<file path="src/rtl/pipe_hazard_ctrl_if.sv">
// Hazard-control bundle between pipeline status sources
// and the stall/flush sequencer.
interface pipe_hazard_ctrl_if;
  logic [3:0]  id_rs;
  logic [3:0]  id_rt;
  logic        id_uses_rs;
  logic        id_uses_rt;
  logic        id_halt;
  logic        ex_memread;
  logic [3:0]  ex_rd;
  logic        br_taken;
  logic        imem_busy;
  logic        dmem_busy;
  logic        pc_wen;
  logic        ifid_wen;
  logic        idex_wen;
  logic        exmem_wen;
  logic        memwb_wen;
  logic        ifid_flush;
  logic        idex_flush;
  logic        halted;
  logic [15:0] stall_cycles;

  modport master (
    output id_rs, id_rt, id_uses_rs, id_uses_rt,
    output id_halt, ex_memread, ex_rd,
    output br_taken, imem_busy, dmem_busy,
    input  pc_wen, ifid_wen, idex_wen,
    input  exmem_wen, memwb_wen,
    input  ifid_flush, idex_flush,
    input  halted, stall_cycles
  );

  modport slave (
    input  id_rs, id_rt, id_uses_rs, id_uses_rt,
    input  id_halt, ex_memread, ex_rd,
    input  br_taken, imem_busy, dmem_busy,
    output pc_wen, ifid_wen, idex_wen,
    output exmem_wen, memwb_wen,
    output ifid_flush, idex_flush,
    output halted, stall_cycles
  );
endinterface

</file>
<file path="src/rtl/pipe_hazard_ctrl.sv">
// Stall/flush sequencer for the 5-stage pipeline:
// load-use, memory busy, branch squash and halt drain.
module pipe_hazard_ctrl (
  input logic clk,
  input logic rst_n,
  pipe_hazard_ctrl_if.slave hz
);
  typedef enum logic [1:0] {
    RUN, DRAIN, HALTED
  } state_t;

  state_t      state;
  logic [1:0]  drain_cnt;
  logic        halted_q;
  logic [15:0] stall_q;

  logic luse;
  logic rs_hit;
  logic rt_hit;
  logic halt_acc;
  logic pc_wen;
  logic ifid_wen;
  logic idex_wen;
  logic exmem_wen;
  logic memwb_wen;
  logic ifid_flush;
  logic idex_flush;

  always_comb begin
    rs_hit = hz.id_uses_rs
           & (hz.id_rs == hz.ex_rd);
    rt_hit = hz.id_uses_rt
           & (hz.id_rt == hz.ex_rd);
    luse   = hz.ex_memread
           & (hz.ex_rd != 4'd0)
           & (rs_hit | rt_hit);
    halt_acc = (state == RUN)
             & hz.id_halt
             & ~hz.dmem_busy
             & ~luse;
  end

  always_comb begin
    pc_wen     = 1'b0;
    ifid_wen   = 1'b0;
    idex_wen   = 1'b0;
    exmem_wen  = 1'b0;
    memwb_wen  = 1'b0;
    ifid_flush = 1'b0;
    idex_flush = 1'b0;
    if (rst_n) begin
      unique case (state)
        RUN: begin
          // overlapping events resolve by priority
          priority case (1'b1)
            hz.dmem_busy: ;
            luse: begin
              idex_wen   = 1'b1;
              idex_flush = 1'b1;
              exmem_wen  = 1'b1;
              memwb_wen  = 1'b1;
            end
            halt_acc,
            hz.imem_busy: begin
              ifid_wen   = 1'b1;
              ifid_flush = 1'b1;
              idex_wen   = 1'b1;
              exmem_wen  = 1'b1;
              memwb_wen  = 1'b1;
            end
            hz.br_taken: begin
              pc_wen     = 1'b1;
              ifid_wen   = 1'b1;
              ifid_flush = 1'b1;
              idex_wen   = 1'b1;
              exmem_wen  = 1'b1;
              memwb_wen  = 1'b1;
            end
            default: begin
              pc_wen    = 1'b1;
              ifid_wen  = 1'b1;
              idex_wen  = 1'b1;
              exmem_wen = 1'b1;
              memwb_wen = 1'b1;
            end
          endcase
        end
        DRAIN: begin
          ifid_wen   = 1'b1;
          ifid_flush = 1'b1;
          idex_wen   = ~hz.dmem_busy;
          exmem_wen  = ~hz.dmem_busy;
          memwb_wen  = ~hz.dmem_busy;
        end
        HALTED: ;
        default: ;
      endcase
    end
  end

  always_ff @(posedge clk or negedge rst_n) begin
    if (!rst_n) begin
      state     <= RUN;
      drain_cnt <= 2'd0;
      halted_q  <= 1'b0;
      stall_q   <= 16'd0;
    end else begin
      halted_q <= (state == HALTED);
      if (state != HALTED && !pc_wen
          && stall_q != 16'hFFFF)
        stall_q <= stall_q + 16'd1;
      unique case (state)
        RUN: begin
          if (halt_acc) begin
            state     <= DRAIN;
            drain_cnt <= 2'd3;
          end
        end
        DRAIN: begin
          if (!hz.dmem_busy) begin
            drain_cnt <= drain_cnt - 2'd1;
            if (drain_cnt == 2'd1)
              state <= HALTED;
          end
        end
        HALTED: ;
        default: state <= RUN;
      endcase
    end
  end

  assign hz.pc_wen       = pc_wen;
  assign hz.ifid_wen     = ifid_wen;
  assign hz.idex_wen     = idex_wen;
  assign hz.exmem_wen    = exmem_wen;
  assign hz.memwb_wen    = memwb_wen;
  assign hz.ifid_flush   = ifid_flush;
  assign hz.idex_flush   = idex_flush;
  assign hz.halted       = halted_q;
  assign hz.stall_cycles = stall_q;
endmodule

</file>
<file path="src/flat_wrapper.sv">
// flat-port wrapper written by rule: the top's interface ports become plain ports
module pipe_hazard_ctrl_flat 
  (clk, rst_n, hz_id_rs, hz_id_rt, hz_id_uses_rs, hz_id_uses_rt, hz_id_halt, hz_ex_memread, hz_ex_rd, hz_br_taken, hz_imem_busy, hz_dmem_busy, hz_pc_wen, hz_ifid_wen, hz_idex_wen, hz_exmem_wen, hz_memwb_wen, hz_ifid_flush, hz_idex_flush, hz_halted, hz_stall_cycles);
  pipe_hazard_ctrl_if hz_i ();
  input logic clk;
  input logic rst_n;
  input wire logic [$bits(hz_i.id_rs)-1:0] hz_id_rs;
  input wire logic [$bits(hz_i.id_rt)-1:0] hz_id_rt;
  input wire logic [$bits(hz_i.id_uses_rs)-1:0] hz_id_uses_rs;
  input wire logic [$bits(hz_i.id_uses_rt)-1:0] hz_id_uses_rt;
  input wire logic [$bits(hz_i.id_halt)-1:0] hz_id_halt;
  input wire logic [$bits(hz_i.ex_memread)-1:0] hz_ex_memread;
  input wire logic [$bits(hz_i.ex_rd)-1:0] hz_ex_rd;
  input wire logic [$bits(hz_i.br_taken)-1:0] hz_br_taken;
  input wire logic [$bits(hz_i.imem_busy)-1:0] hz_imem_busy;
  input wire logic [$bits(hz_i.dmem_busy)-1:0] hz_dmem_busy;
  output wire logic [$bits(hz_i.pc_wen)-1:0] hz_pc_wen;
  output wire logic [$bits(hz_i.ifid_wen)-1:0] hz_ifid_wen;
  output wire logic [$bits(hz_i.idex_wen)-1:0] hz_idex_wen;
  output wire logic [$bits(hz_i.exmem_wen)-1:0] hz_exmem_wen;
  output wire logic [$bits(hz_i.memwb_wen)-1:0] hz_memwb_wen;
  output wire logic [$bits(hz_i.ifid_flush)-1:0] hz_ifid_flush;
  output wire logic [$bits(hz_i.idex_flush)-1:0] hz_idex_flush;
  output wire logic [$bits(hz_i.halted)-1:0] hz_halted;
  output wire logic [$bits(hz_i.stall_cycles)-1:0] hz_stall_cycles;
  assign hz_i.id_rs = hz_id_rs;
  assign hz_i.id_rt = hz_id_rt;
  assign hz_i.id_uses_rs = hz_id_uses_rs;
  assign hz_i.id_uses_rt = hz_id_uses_rt;
  assign hz_i.id_halt = hz_id_halt;
  assign hz_i.ex_memread = hz_ex_memread;
  assign hz_i.ex_rd = hz_ex_rd;
  assign hz_i.br_taken = hz_br_taken;
  assign hz_i.imem_busy = hz_imem_busy;
  assign hz_i.dmem_busy = hz_dmem_busy;
  assign hz_pc_wen = hz_i.pc_wen;
  assign hz_ifid_wen = hz_i.ifid_wen;
  assign hz_idex_wen = hz_i.idex_wen;
  assign hz_exmem_wen = hz_i.exmem_wen;
  assign hz_memwb_wen = hz_i.memwb_wen;
  assign hz_ifid_flush = hz_i.ifid_flush;
  assign hz_idex_flush = hz_i.idex_flush;
  assign hz_halted = hz_i.halted;
  assign hz_stall_cycles = hz_i.stall_cycles;
  pipe_hazard_ctrl u_core (.clk(clk), .rst_n(rst_n), .hz(hz_i));
endmodule
</file>
<file path="config.mk">
export PLATFORM = sky130hd
export DESIGN_NAME = pipe_hazard_ctrl_flat
export DESIGN_NICKNAME = d
export VERILOG_FILES = /design/src/rtl/pipe_hazard_ctrl_if.sv /design/src/rtl/pipe_hazard_ctrl.sv /design/src/flat_wrapper.sv
export SDC_FILE = /design/constraint.sdc
export NUM_CORES = 1
export LEC_CHECK = 0
export CORE_MARGIN = 2
export CORE_UTILIZATION = 30
export CTS_CLUSTER_SIZE = 24
export DETAILED_ROUTE_END_ITERATION = 10
export SLEW_MARGIN = 20
export SYNTH_ARGS = -nofsm -noshare
export SYNTH_HDL_FRONTEND = slang
export SYNTH_SLANG_ARGS = --single-unit
</file>
<file path="constraint.sdc">
create_clock -name clk -period 2.85 [get_ports clk]
set_input_delay 0.285 -clock clk [delete_from_list [all_inputs] [get_ports clk]]
set_output_delay 0.285 -clock clk [all_outputs]
set_load 0.02 [all_outputs]
</file>
# ---- Yosys cells after proc, flatten, opt, wreduce, memory -nomap -nowiden
# Index checks and enable logic that the tools add are counted.
# Widths: inputs -> output; s select.
dict set report classes {
  addsub 2
  n_eq_ne 10
  reduce_logical 9
  mux 29
  bitwise 11
}
# op count
set ops {}
lappend ops {{$mux 1} 19}
lappend ops {{$add 16x1->16 const B} 1}
lappend ops {{$ne 16x16->1 const B} 1}
lappend ops {{$mux 2} 5}
lappend ops {{$eq 4x4->1} 2}
lappend ops {{$and 1x1->1} 7}
lappend ops {{$pmux 1 s2} 3}
lappend ops {{$pmux 2 s3} 1}
lappend ops {{$eq 2x1->1 const B} 2}
lappend ops {{$ne 2x1->1 const B} 2}
lappend ops {{$ne 2x2->1 const B} 2}
lappend ops {{$pmux 2 s2} 1}
lappend ops {{$reduce_and 4->1} 1}
lappend ops {{$reduce_bool 4->1} 1}
lappend ops {{$not 1->1} 3}
lappend ops {{$reduce_and 3->1} 1}
lappend ops {{$eq 2x2->1 const B} 1}
lappend ops {{$logic_and 1x1->1} 2}
lappend ops {{$logic_not 2->1} 1}
lappend ops {{$reduce_bool 2->1} 1}
lappend ops {{$reduce_or 2->1} 1}
lappend ops {{$sub 2x1->2 const B} 1}
lappend ops {{$logic_not 1->1} 1}
lappend ops {{$or 1x1->1} 1}
dict set report totals {
  out_inout_bits 24
  regBits 21
  elab_cells 65
  in_bits 21
}

# ---- Longest topological paths before layout
dict set report logic_depth {
  word_depth 15
  ltp_mapped 8
  ltp_nobuf 7
}

# ---- Worst setup path after synthesis
# No wires, ideal clock.
dict set report synth_timing {
  path_kind {register -> register}
  start {reg u_core.stall_q[0] (netlist: u_core.hz.stall_cycles[0])}
  end {reg u_core.stall_q[1] (netlist: u_core.hz.stall_cycles[1])}
  stages_incl_launch_ff 7
  path_slack_ns 0.852
  t_required_ns 2.725
  synth_period_minus_slack_ns 1.998
  setup_ns 0.125
  t_arrival_ns 1.873
  path_cell_list {dfrtp_1 -> ha_1 -> and3_1 -> buf_4 -> and3_1 -> a211oi_4 -> mux2_4}
}
dict set report synth_between {
  elab_chain_len 2
}
# item line_no
set synth_lines {}
lappend synth_lines {{start: declaration} pipe_hazard_ctrl.sv:15} ;# logic [15:0] stall_q;
lappend synth_lines {{start signal: assignment} pipe_hazard_ctrl.sv:111} ;# stall_q <= stall_q + 16'd1;
lappend synth_lines {{parallel branches: the longest is 2 deep, another holds $add 16x1->16} n/a}
# Parallel ways; which one is timed is not known.
# A chain may end at the register's enable or synchronous reset.

# ---- Worst setup path after layout
dict set report layout_timing {
  start {in hz_ex_rd[1]}
  end {out hz_ifid_flush}
}
dict set report layout_between {
  elab_chain_len 12
}
# item line_no
set layout_lines {}
lappend layout_lines {{start: declaration} flat_wrapper.sv:13} ;# input wire logic [$bits(hz_i.ex_rd)-1:0] hz_ex_rd;
lappend layout_lines {{$eq 4x4->1, on equally long branches} {pipe_hazard_ctrl.sv:31, pipe_hazard_ctrl.sv:33}}
lappend layout_lines {{$and 1x1->1, on equally long branches} {pipe_hazard_ctrl.sv:31, pipe_hazard_ctrl.sv:33}}
lappend layout_lines {{$or 1x1->1} pipe_hazard_ctrl.sv:36} ;# & (rs_hit | rt_hit);
lappend layout_lines {{$and 1x1->1 *} pipe_hazard_ctrl.sv:36}
lappend layout_lines {{$not 1->1} pipe_hazard_ctrl.sv:40} ;# & ~luse;
lappend layout_lines {{$and 1x1->1} pipe_hazard_ctrl.sv:40}
lappend layout_lines {{$reduce_or 2->1} pipe_hazard_ctrl.sv:55} ;# priority case (1'b1)
lappend layout_lines {{$mux 1} pipe_hazard_ctrl.sv:55}
lappend layout_lines {{$mux 1 * (2 in series)} pipe_hazard_ctrl.sv:55}
lappend layout_lines {{$pmux 1 s2 *} pipe_hazard_ctrl.sv:52} ;# unique case (state)
lappend layout_lines {{$mux 1 *} pipe_hazard_ctrl.sv:51} ;# if (rst_n) begin
lappend layout_lines {{end: declaration} flat_wrapper.sv:22} ;# output wire logic [$bits(hz_i.ifid_flush)-1:0] hz_ifid_flush;
# Every way passes the cells marked *; elsewhere a longest branch is shown, timed or not.

==> flow_summary.ini <==
[sta]
fin_ws_ns = 0.133
fmax_mhz = 368
finalHoldViolCount = 0
fin_crit_sh = 0.953
maxSlewViolCount = 0
max_slew_margin = 0.669
fin_crit_ns = 2.72
holdWs_ns = 0.400
setup_tns_ns = 0
setup_viol = 0
worstMarginPinSlew_ns = 0.494
skew_ns = 0.00123
rsz0062_at_grt = false

[placed_design]
post-place-ws_ns = 0.102
routabilityCongestion = 0.684
dp_hpwl_mm = 2.10
port_buffers = 44
placed_area_mm2 = 0.00171

[final_layout]
fin_area_mm2 = 0.00177
nets = 183
post_route_cells_drive_above_1_share = 0.107
diodes = 0
fill_cells = 372
area_growth_pct = 45.9
ff_latch_area_um2 = 526
multi_input_area_um2 = 671

[yosys]
synth_xor_area_frac = 0.166
avgSynthCellArea_um2 = 10.9
yosys.area.top_type_share = 0.432
syn_area_mm2 = 0.00122
ys_ff_latch = 21
ys.warnings.count = 0
ys_types = 33
synth_mux_area_frac = 0.0216
synth_compound_area_frac = 0.0885
syn_inst = 112
yosys.area_share.simple = 0.241
synthTopCellsByCount = dfrtp_1 (21), xnor2_1 (15), nand2_1 (9), nand3_1 (9), xor2_1 (8)
synth_top_area_cell = dfrtp_1
syn_nets = 135
yosysSeqAreaShare = 0.432
synth_top_family_by_area = simple AND/OR/NAND/NOR gates
synth_edf_count = 0
synth-adder-area-share = 0.0206
synth.area.top_cells = dfrtp_1 (43%), xnor2_1 (11%), xor2_1 (5.8%)
async_flop_share = 1.00
yosysMostFrequentCell = dfrtp_1
synth-main-ff-cell = dfrtp_1

[route]
dr_wl_met3_um = 260
wl_met2_mm = 1.30
vias_per_cell = 4.74
postRouteAntennaNets = 0
wl_per_cell_um = 13.2
wl_mm = 2.76
drc_errors = 0
vias = 990
wl_met1_mm = 1.18
highest_layer = met4
dr.pass1.iters = 4
first_iter_violations = 20

[power]
p_leak_uw = 0.000687
ir_drop_v = 0.000465
p_per_area_mw_per_mm2 = 669

[floorplan]
die_x_um = 67.7
core_area_mm2 = 0.00394
fp.dieH_um = 67.7
core.rowCount = 23
num_io_pins = 45
start_util = 0.308
dieArea_mm2 = 0.00458

[worst_setup_path]
r2r_cells = 5
slowest_stage = clkdlybuf4s50_1
cpLargestDelayFamily = buffers and inverters
path_class = input pin to output port
reg2reg_slack_ns = 0.86
r2r_start = u_core.hz.stall_cycles[0]$_DFFE_PN0P_
cp_max_fo = 4
cp-start-kind = input pin
crit_required_ns = 2.57
crit_cells = 8
cp.arrival_ns = 2.43
cpMostUsedCell = clkdlybuf4s50_1
path_buf_inv = 2
crit_chain = clkdlybuf4s50_1, o41a_1, nand3_2, nor4_4, nor3_4, a21oi_1, nor2_1, clkdlybuf4s50_1
slowest_delay_ns = 0.61
reg2reg_to = u_core.hz.stall_cycles[1]$_DFFE_PN0P_
cp-end-kind = output port

[grt]
grt_usage = 0.121
grt_overflow = 0
grt_first_pass_wirelength_mm = 4.09
grt_antenna_before_repair = 0
grt_start_max_net_pins = 23
first_global_vias = 934

[hold_path]
hold_class = input pin to async pin

[clock_tree]
tritoncts = built
clkTransAtPathRegs_ns = 0.07
cts_buffers = 3
cts_sinks = 21
cts.path.max_buffers = 2
post_cts_buffers = 0
insertion_delay_ns = 0.26
ctsHoldBuffers = 0
cts_root_buf = clkbuf_8
cts_htree_levels = 1

[job]
timing.max_cap.violations = 0

[outcome]
outcome = finished, final reports clean
-- layout make-up --
cell class	count	share of cell area
timing repair buffer	47	0.261
tap	50	0.0353
clock buffer	4	0.0254
inverter	2	0.00423
sequential	21	0.296
multi-input combinational	85	0.378
-- what timing repair did --
action | CTS | global route
hold endpoints to repair | 0 | 0
setup endpoints to repair | 0 | 1
gates resized for setup | 0 | 2
-- routing by layer --
layer,GRT usage,vias to the layer above
met5,0,-
met4,0.0306,0
met3,0.0400,2
met2,0.213,39
met1,0.139,463
li1,-,486
-- registers in the layout, summed over array words and instances (netlist names) --
signal and count:
u_core.hz.stall_cycles 16, u_core.hz.halted 1, u_core.drain_cnt 2, u_core.state 2
-- power breakdown --
group	internal, uW	leakage (uW)	switching (uW)	total [uW]
logic	272	0.000399	245	517
registers	377	0.000265	101	479
clock network	99.5	0.0000228	92.1	192
-- how the worst max path moves through the flow --
| stage | from | end | slack (ns) |
|---|---|---|---|
| 2_1_floorplan | u_core.hz.stall_cycles[0]$_DFFE_PN0P_ | u_core.hz.stall_cycles[1]$_DFFE_PN0P_ | 0.85 |
| 3_3_place_gp | hz_ex_rd[1] | hz_idex_flush | 0.15 |
| 3_5_place_dp | hz_ex_rd[1] | hz_idex_flush | 0.10 |
| 4_1_cts | hz_ex_rd[1] | hz_idex_flush | 0.1 |
| 5_1_grt | hz_ex_rd[1] | hz_idex_flush | 0.03 |
| 6_report | hz_ex_rd[1] | hz_ifid_flush | 0.13 |
-- per-stage QoR --
step | power (uW) | utilization | instances
final | 1190 | 0.450 | 209
after global routing | 1270 | 0.450 | 209
after CTS | 1200 | 0.446 | 209
after detailed placement | 1000 | 0.434 | 205
after global placement | 987 | 0.434 | 205
after floorplan | 785 | - | 112
-- cell usage in the layout, fill, tap and decap left out, types with 2 or more instances in the layout --
cell / synthesis / layout
xor2_1: 8 / 8
and4_1: 2 / 2
nand3b_1: 2 / 2
clkbuf_8: 0 / 3
inv_1: 2 / 2
and3_1: 3 / 3
a21oi_1: 3 / 3
buf_4: 4 / 3
nor2_1: 6 / 6
nand3_1: 9 / 9
nand2_1: 9 / 9
nor4_4: 0 / 2
nand2b_1: 3 / 3
nand4_1: 3 / 3
xnor2_1: 15 / 15
dfrtp_1: 21 / 21
ha_1: 2 / 2
clkdlybuf4s50_1: 0 / 44
-- cells by family after synthesis --
family | count (synthesis)
simple gates | 48
xor+xnor | 23
flops | 21
compound gates | 10
buf+inv | 6
mux | 2
fa+ha+maj | 2
Power figures use the tool's default switching activity.
